## config.mk

```make
export PLATFORM = sky130hd
export DESIGN_NAME = ghost_mode_scheduler
export DESIGN_NICKNAME = d
export VERILOG_FILES = /design/src/rtl/ghost_mode_scheduler.sv
export SDC_FILE = /design/constraint.sdc
export NUM_CORES = 1
export LEC_CHECK = 0
export ABC_AREA = 1
export BUFFER_PORTS_ARGS = -buffer_cell sky130_fd_sc_hd__buf_2
export CAP_MARGIN = 20
export CORE_MARGIN = 2
export CORE_UTILIZATION = 33
export CTS_CLUSTER_DIAMETER = 60
export DETAILED_ROUTE_END_ITERATION = 8
export GPL_TIMING_DRIVEN = 0
export HOLD_SLACK_MARGIN = 0.03
export PLACE_DENSITY = 0.57
export SKIP_CTS_REPAIR_TIMING = 1
export SLEW_MARGIN = 10
export SYNTH_ARGS = -nofsm -noshare
export SYNTH_HDL_FRONTEND = slang
export SYNTH_SLANG_ARGS = --single-unit
```

## constraint.sdc

```tcl
create_clock -name frame_clk -period 1.6 [get_ports frame_clk]
set_input_delay 0.16 -clock frame_clk [delete_from_list [all_inputs] [get_ports frame_clk]]
set_output_delay 0.16 -clock frame_clk [all_outputs]
set_load 0.01 [all_outputs]
```

## src/rtl/ghost_mode_scheduler.sv

```systemverilog
// Global ghost mode sequencer: scatter/chase schedule, frightened timer with flashing, reversal strobe, eaten-ghost combo.
// Latency: every output is registered; an input event shows up on the next frame_clk edge.
// Backpressure: none; enable low freezes all state, forces strobes low and drops input events.
module ghost_mode_scheduler #(
    parameter int SCATTER_FRAMES      = 420,
    parameter int SCATTER_LATE_FRAMES = 300,
    parameter int CHASE_FRAMES        = 1200,
    parameter int FRIGHT_FRAMES       = 360,
    parameter int FLASH_FRAMES        = 120,
    parameter int FLASH_PERIOD        = 14
) (
    input  logic        frame_clk,
    input  logic        Reset,
    input  logic        enable,
    input  logic        power_pellet,
    input  logic        ghost_eaten,
    output logic [1:0]  mode,
    output logic [2:0]  phase,
    output logic        flash,
    output logic        reverse,
    output logic        score_valid,
    output logic [10:0] score_pts
);

    localparam int FW  = $clog2(FRIGHT_FRAMES + 1);
    localparam int FLW = $clog2(FLASH_PERIOD + 1);

    localparam logic [10:0]    SCAT_END    = 11'(SCATTER_FRAMES - 1);
    localparam logic [10:0]    LATE_END    = 11'(SCATTER_LATE_FRAMES - 1);
    localparam logic [10:0]    CHASE_END   = 11'(CHASE_FRAMES - 1);
    localparam logic [FW-1:0]  FRIGHT_LOAD = FW'(FRIGHT_FRAMES - 1);
    // Counter value at the edge that lands on FLASH_FRAMES-1, i.e. where flashing starts.
    localparam logic [FW-1:0]  FLASH_START = FW'(FLASH_FRAMES);
    localparam logic [FLW-1:0] PERIOD_END  = FLW'(FLASH_PERIOD - 1);

    localparam logic [1:0] MODE_FRIGHT = 2'b10;

    logic [10:0]    sched_cnt;
    logic [10:0]    sched_end;
    logic [FW-1:0]  fright_cnt;
    logic [FLW-1:0] flash_cnt;
    logic [1:0]     combo;
    logic           boundary;

    // Last count of the current phase; phase 7 never ends so its value is unused.
    always_comb begin
        sched_end = CHASE_END;
        case (phase)
            3'd0, 3'd2: sched_end = SCAT_END;
            3'd4, 3'd6: sched_end = LATE_END;
            default:    sched_end = CHASE_END;
        endcase
    end

    assign boundary = (phase != 3'd7) && (sched_cnt == sched_end);

    // Schedule, fright timer, flash and score state; later assignments take priority on collisions.
    always_ff @(posedge frame_clk or posedge Reset) begin
        if (Reset) begin
            mode        <= 2'b00;
            phase       <= 3'd0;
            flash       <= 1'b0;
            reverse     <= 1'b0;
            score_valid <= 1'b0;
            score_pts   <= 11'd0;
            sched_cnt   <= 11'd0;
            fright_cnt  <= '0;
            flash_cnt   <= '0;
            combo       <= 2'd0;
        end else if (!enable) begin
            reverse     <= 1'b0;
            score_valid <= 1'b0;
        end else begin
            reverse     <= 1'b0;
            score_valid <= 1'b0;

            // Score with the combo held before this edge; a pellet below may clear it afterwards.
            if (ghost_eaten && mode == MODE_FRIGHT) begin
                score_valid <= 1'b1;
                score_pts   <= 11'd200 << combo;
                if (combo != 2'd3) begin
                    combo <= combo + 2'd1;
                end
            end

            if (mode == MODE_FRIGHT) begin
                if (power_pellet) begin
                    // Re-trigger beats expiry and never reverses.
                    fright_cnt <= FRIGHT_LOAD;
                    combo      <= 2'd0;
                    flash      <= 1'b0;
                    flash_cnt  <= '0;
                end else if (fright_cnt == '0) begin
                    mode  <= {1'b0, phase[0]};
                    flash <= 1'b0;
                end else begin
                    fright_cnt <= fright_cnt - FW'(1);
                    if (fright_cnt == FLASH_START) begin
                        flash     <= 1'b1;
                        flash_cnt <= '0;
                    end else if (fright_cnt < FLASH_START) begin
                        if (flash_cnt == PERIOD_END) begin
                            flash     <= ~flash;
                            flash_cnt <= '0;
                        end else begin
                            flash_cnt <= flash_cnt + FLW'(1);
                        end
                    end
                end
            end else begin
                // The entry edge itself is still a schedule frame, so the schedule advances first.
                if (boundary) begin
                    phase     <= phase + 3'd1;
                    sched_cnt <= 11'd0;
                    reverse   <= 1'b1;
                    mode      <= {1'b0, ~phase[0]};
                end else if (phase != 3'd7) begin
                    sched_cnt <= sched_cnt + 11'd1;
                end
                if (power_pellet) begin
                    mode       <= MODE_FRIGHT;
                    fright_cnt <= FRIGHT_LOAD;
                    combo      <= 2'd0;
                    flash      <= 1'b0;
                    flash_cnt  <= '0;
                    reverse    <= 1'b1;
                end
            end
        end
    end

endmodule

```

Word level (Yosys, flattened, before mapping)
Index checks and enable logic that the tools add are counted.

word-level totals
  logic and storage cells = 89
  output and inout port bits = 19
  register bits = 45
  input bits = 5

cells by class
  add/subtract/negate cells = 5
  $lt $le $gt $ge = 1
  bitwise logic cells = 3
  equal/unequal tests = 12
  shifts and indexed selects = 1
  reduce and logical (&&, ||, !) cells = 22
  muxes and demuxes = 35

operator list
  operator                 count
  $mux W9                  4
  $mux W4                  7
  $mux W11                 2
  $pmux W11 S2             1
  $mux W2                  8
  $mux W1                  13
  $reduce_and A3 Y1        4
  $reduce_and A4 Y1        3
  $add A11 B1 Y11 const B  1
  $eq A11 B11 Y1           1
  $shl A8 B2 Y11 const A   1
  $eq A9 B7 Y1 const B     1
  $logic_not A9 Y1         1
  $lt A9 B7 Y1 const B     1
  $sub A9 B1 Y9 const B    1
  $reduce_bool A2 Y1       4
  $reduce_bool A4 Y1       2
  $eq A3 B3 Y1 const B     2
  $ne A2 B2 Y1 const B     3
  $reduce_bool A3 Y1       2
  $add A4 B1 Y4 const B    1
  $eq A4 B4 Y1 const B     1
  $reduce_or A2 Y1         2
  $add A3 B1 Y3 const B    1
  9 further kinds          12

Depth between registers and ports, before layout
  depth after elaboration = 9
  mapped depth = 11
  depth with buffers taken out = 11

Worst setup path before layout
OpenSTA, ideal clock, no wires.

  path kind = register -> register
  start point = register phase[0]
  end point = register phase[0]
  setup time = 0.125 ns
  clock period less this slack = 1.770 ns
  cell stages (with the launch flop) = 10
  arrival = 1.646 ns
  setup slack = -0.170 ns
  buffers on the path = 0
  required time = 1.475 ns
  cell sequence = dfrtp_1 ha_1 ha_1 nor2_1 nand2_1 nor2_1 nand3_1 nor2_2 nand2_4 xor2_1

on the way
  word-level cells in the longest chain between the ends = 6
  elaborated cells on any way between the ends = 12
  classes of those cells = add/sub (1); eq/ne (5); mux (1); reduce/logical (5)

RTL lines
  element                                     line  text
  start, declared                             18    output logic [2:0] phase,
  start signal, assigned                      113   phase <= phase + 3'd1;
  $eq A3 B3 Y1, or another cell as far along  48    case (phase)
  $reduce_or A2 Y1                            48
  $pmux W11 S2                                48
  $eq A11 B11 Y1                              55    assign boundary = (phase != 3'd7) && (sched_cnt == sched_end);
  $logic_and A1 B1 Y1                         55
  $reduce_and A3 Y1 (no source line)          --

Parallel ways exist; a longest one is shown, timed or not.
A chain may end at the register's enable or synchronous reset.

Worst setup path in the final report
  start point = register phase[0]
  end point = register mode[0]

on the way
  word-level cells in the longest chain between the ends = 7
  elaborated cells on any way between the ends = 18
  classes of those cells = eq/ne (5); mux (6); bitwise (1); reduce/logical (6)

RTL lines
  element                                     line  text
  $eq A3 B3 Y1, or another cell as far along  48
  $reduce_or A2 Y1                            48
  $pmux W11 S2                                48
  $eq A11 B11 Y1                              55
  $logic_and A1 B1 Y1                         55
  $reduce_bool A3 Y1 (no source line)         --
  $reduce_and A4 Y1 (no source line)          --
  end signal, assigned                        94    mode <= {1'b0, phase[0]};
  end signal, assigned                        116   mode <= {1'b0, ~phase[0]};
  end, declared                               17    output logic [1:0] mode,

Parallel ways exist; a longest one is shown, timed or not. The select of a mux whose other input is x is not followed.

==> results.json <==
{
  "skew_ns": 0.00702,
  "io_buffer_count": 20,
  "seqCellArea_um2": 1050,
  "antenna_found_initial": 0,
  "io_pins": 24,
  "grt_pass1_wl_um": 9280,
  "seq_area_frac_synth": 0.418,
  "fp-row-count": 31,
  "initial_core_util": 0.343,
  "vias": 2072,
  "synth_edf_count": 0,
  "synth-seq-cells": 42,
  "combPwrFrac": 0.409,
  "drive_gt1_frac": 0.271,
  "fin_crit_sh": 1.05,
  "slew_viol_final": 0,
  "synth_top_family_by_area": "simple AND/OR/NAND/NOR gates",
  "stdcell_area_um2": 3070,
  "failed_checks": "setup timing",
  "swShare": 0.409,
  "drt-vias-per-instance": 4.50,
  "cp-start-kind": "register",
  "crit_path_end_kind": "register",
  "stdcell_count": 460,
  "grt_pass1_vias": 2020,
  "timing.hold.ws_ns": 0.176,
  "diodes": 0,
  "crit_path_max_fanout": 3,
  "cts_buffer_depth": 2,
  "async_flop_share": 1.00,
  "fin_crit_ns": 1.68,
  "cts_tree": "yes",
  "path_clk_slew_ns": 0.09,
  "insertion_delay_ns": 0.30,
  "synthTopCellsByArea": "dfrtp_1 (42%), nand2_1 (13%), nand3_1 (5.8%), ha_1 (5.5%), nor2_1 (5.4%)",
  "dpl-instance-area_um2": 2800,
  "outcome": "complete, but fails checks",
  "multiInputGateArea_um2": 1380,
  "dieArea_um2": 8330,
  "synth_most_common_cell": "nand2_1",
  "dp_hpwl_um": 3810,
  "area_growth_pct": 22.2,
  "synth-compound-area-share": 0.0742,
  "grt_max_degree": 30,
  "num-nets-final": 376,
  "setup_tns_ns": -0.629,
  "drc": 0,
  "peakVddDrop_v": 0.000753,
  "grt_overflow": 0,
  "fillerInstances": 743,
  "grt_use_total": 0.135,
  "max_freq_mhz": 596,
  "drt_iter0_drc": 49,
  "ys.warnings.count": 0,
  "setup_ws_ns": -0.0777,
  "coreArea_um2": 7330,
  "final_hold_viol_count": 0,
  "cts_buffers": 5,
  "die_h_um": 91.3,
  "cts.sinks": 42,
  "cp.arrival_ns": 1.92,
  "preCtsSetupSlack_ns": -0.194,
  "postRouteAntennaNets": 0,
  "clockPowerShare": 0.197,
  "setup_viol": 12,
  "critical_path_class": "reg -> reg",
  "rsz0062_at_grt": "yes",
  "synth_fa_ha_area_frac": 0.0548,
  "required_ns": 1.84,
  "intPower_w": 0.00257,
  "leakagePower_nw": 1.50,
  "synth_top_area_share": 0.418,
  "yosys.area_share.xor_xnor": 0.0314,
  "yosys.area.top_type": "dfrtp_1",
  "synthMuxAreaShare": 0,
  "power_frac_seq": 0.394,
  "synth_area_um2": 2510,
  "cellPowerDensity_nw_per_um2": 1410,
  "die_w_um": 91.3,
  "synthCells": 320,
  "synth_cell_types": 33,
  "dpl.cell_count": 442,
  "cap_violations": 0,
  "power.switching_w": 0.00177,
  "ctsRootBufferMaster": "clkbuf_8",
  "yosys-top-cells-count": "nand2_1 (90), dfrtp_1 (42), nor2_1 (36), nand3_1 (29), inv_1 (26)",
  "wl_um": 5210,
  "htreeDepth": 2,
  "post_drt_wl_per_cell_um": 11.3,
  "hp-class": "in -> reg",
  "synthSimpleGateAreaFrac": 0.343,
  "gp_congestion": 0.806,
  "first_pass_iters": 4,
  "synth_top_flop_cell": "dfrtp_1",
  "syn_avg_cell_area_um2": 7.86
}
-- path summary, 6_finish.rpt --
path	startpoint	endpoint	slack (ns)	cells after the start
max	phase[0]	mode[0]	-0.08	10
min	ghost_eaten	score_valid	0.18	3
max reg2reg	phase[0]	mode[0]	-0.08	10
min reg2reg	score_pts[5]	score_pts[5]	0.47	2
max in group asynchronous	Reset	fright_cnt[3]	0.78	4
min in group asynchronous	Reset	phase[2]	0.36	3
-- critical path, stage by stage, from the launching register on --
cell and delay [ns]:
dfrtp_2 0.44, ha_4 0.17, ha_4 0.17, nor2_2 0.07, nand2_1 0.07, nor2_2 0.13, nand3_2 0.11, o21bai_1 0.20
buf_4 0.14, nand3_1 0.06, nand2_1 0.07
-- metrics by stage --
step / total power, W / utilization
after CTS: 0.00420 / 0.397
after global routing: 0.00474 / 0.419
after detailed placement: 0.00331 / 0.381
final: 0.00434 / 0.419
after floorplan: 0.00286 / -
after global placement: 0.00327 / 0.379
-- flip-flops by register name, summed over array words and instances, names as in the netlist, 2 cells and up --
signal / cells
sched_cnt: 11
fright_cnt: 9
score_pts: 8
flash_cnt: 4
phase: 3
combo: 2
mode: 2
-- layout make-up --
class / count / share of cell area
repair buffers: 31 / 0.0656
plain buffers: 5 / 0.0175
clock inverters: 3 / 0.0143
flip-flops and latches: 42 / 0.343
multi-input cells: 240 / 0.449
inverters: 35 / 0.0481
clock buffers: 5 / 0.0224
well taps: 99 / 0.0403
-- power by group through the flow --
stage	Combinational, W	Clock, W	Sequential (W)
3_5_place_dp	0.00159	0	0.00172
5_1_grt	0.00203	0.000943	0.00177
3_3_place_gp	0.00155	0	0.00172
6_report	0.00178	0.000855	0.00171
2_1_floorplan	0.00113	0	0.00173
4_1_cts	0.00159	0.000895	0.00171
-- per-layer routing --
metal	global-route usage	vias up	wire length, um
met3	0.0266	2	114
met2	0.213	18	2320
met4	0.0404	0	42
met1	0.188	959	2730
li1	-	1093	-
met5	0	-	0
-- cell usage in the layout (no fill, tap or decap), types with 4 or more instances in the layout --
master / count
buf_2: 20
buf_4: 11
clkbuf_8: 5
dfrtp_1: 41
ha_1: 9
inv_1: 23
inv_2: 9
nand2_1: 86
nand2_2: 5
nand2_4: 5
nand3_1: 28
nand4_1: 4
nor2_1: 28
nor2_2: 11
nor2_4: 7
o21ai_0: 17
o21ai_1: 5
o21ai_2: 4
xor2_1: 9
-- logic make-up (layout without fill, tap and decap cells) --
logic type,after synthesis,in the layout
buffers and inverters,40,79
DFF,42,42
AOI/OAI and AO/OA,32,32
adders and majority gates,11,11
other,1,3
xor gates and xnor gates,9,9
and+or+nand+nor,185,185
No activity file was read; power rests on OpenSTA's default activity.
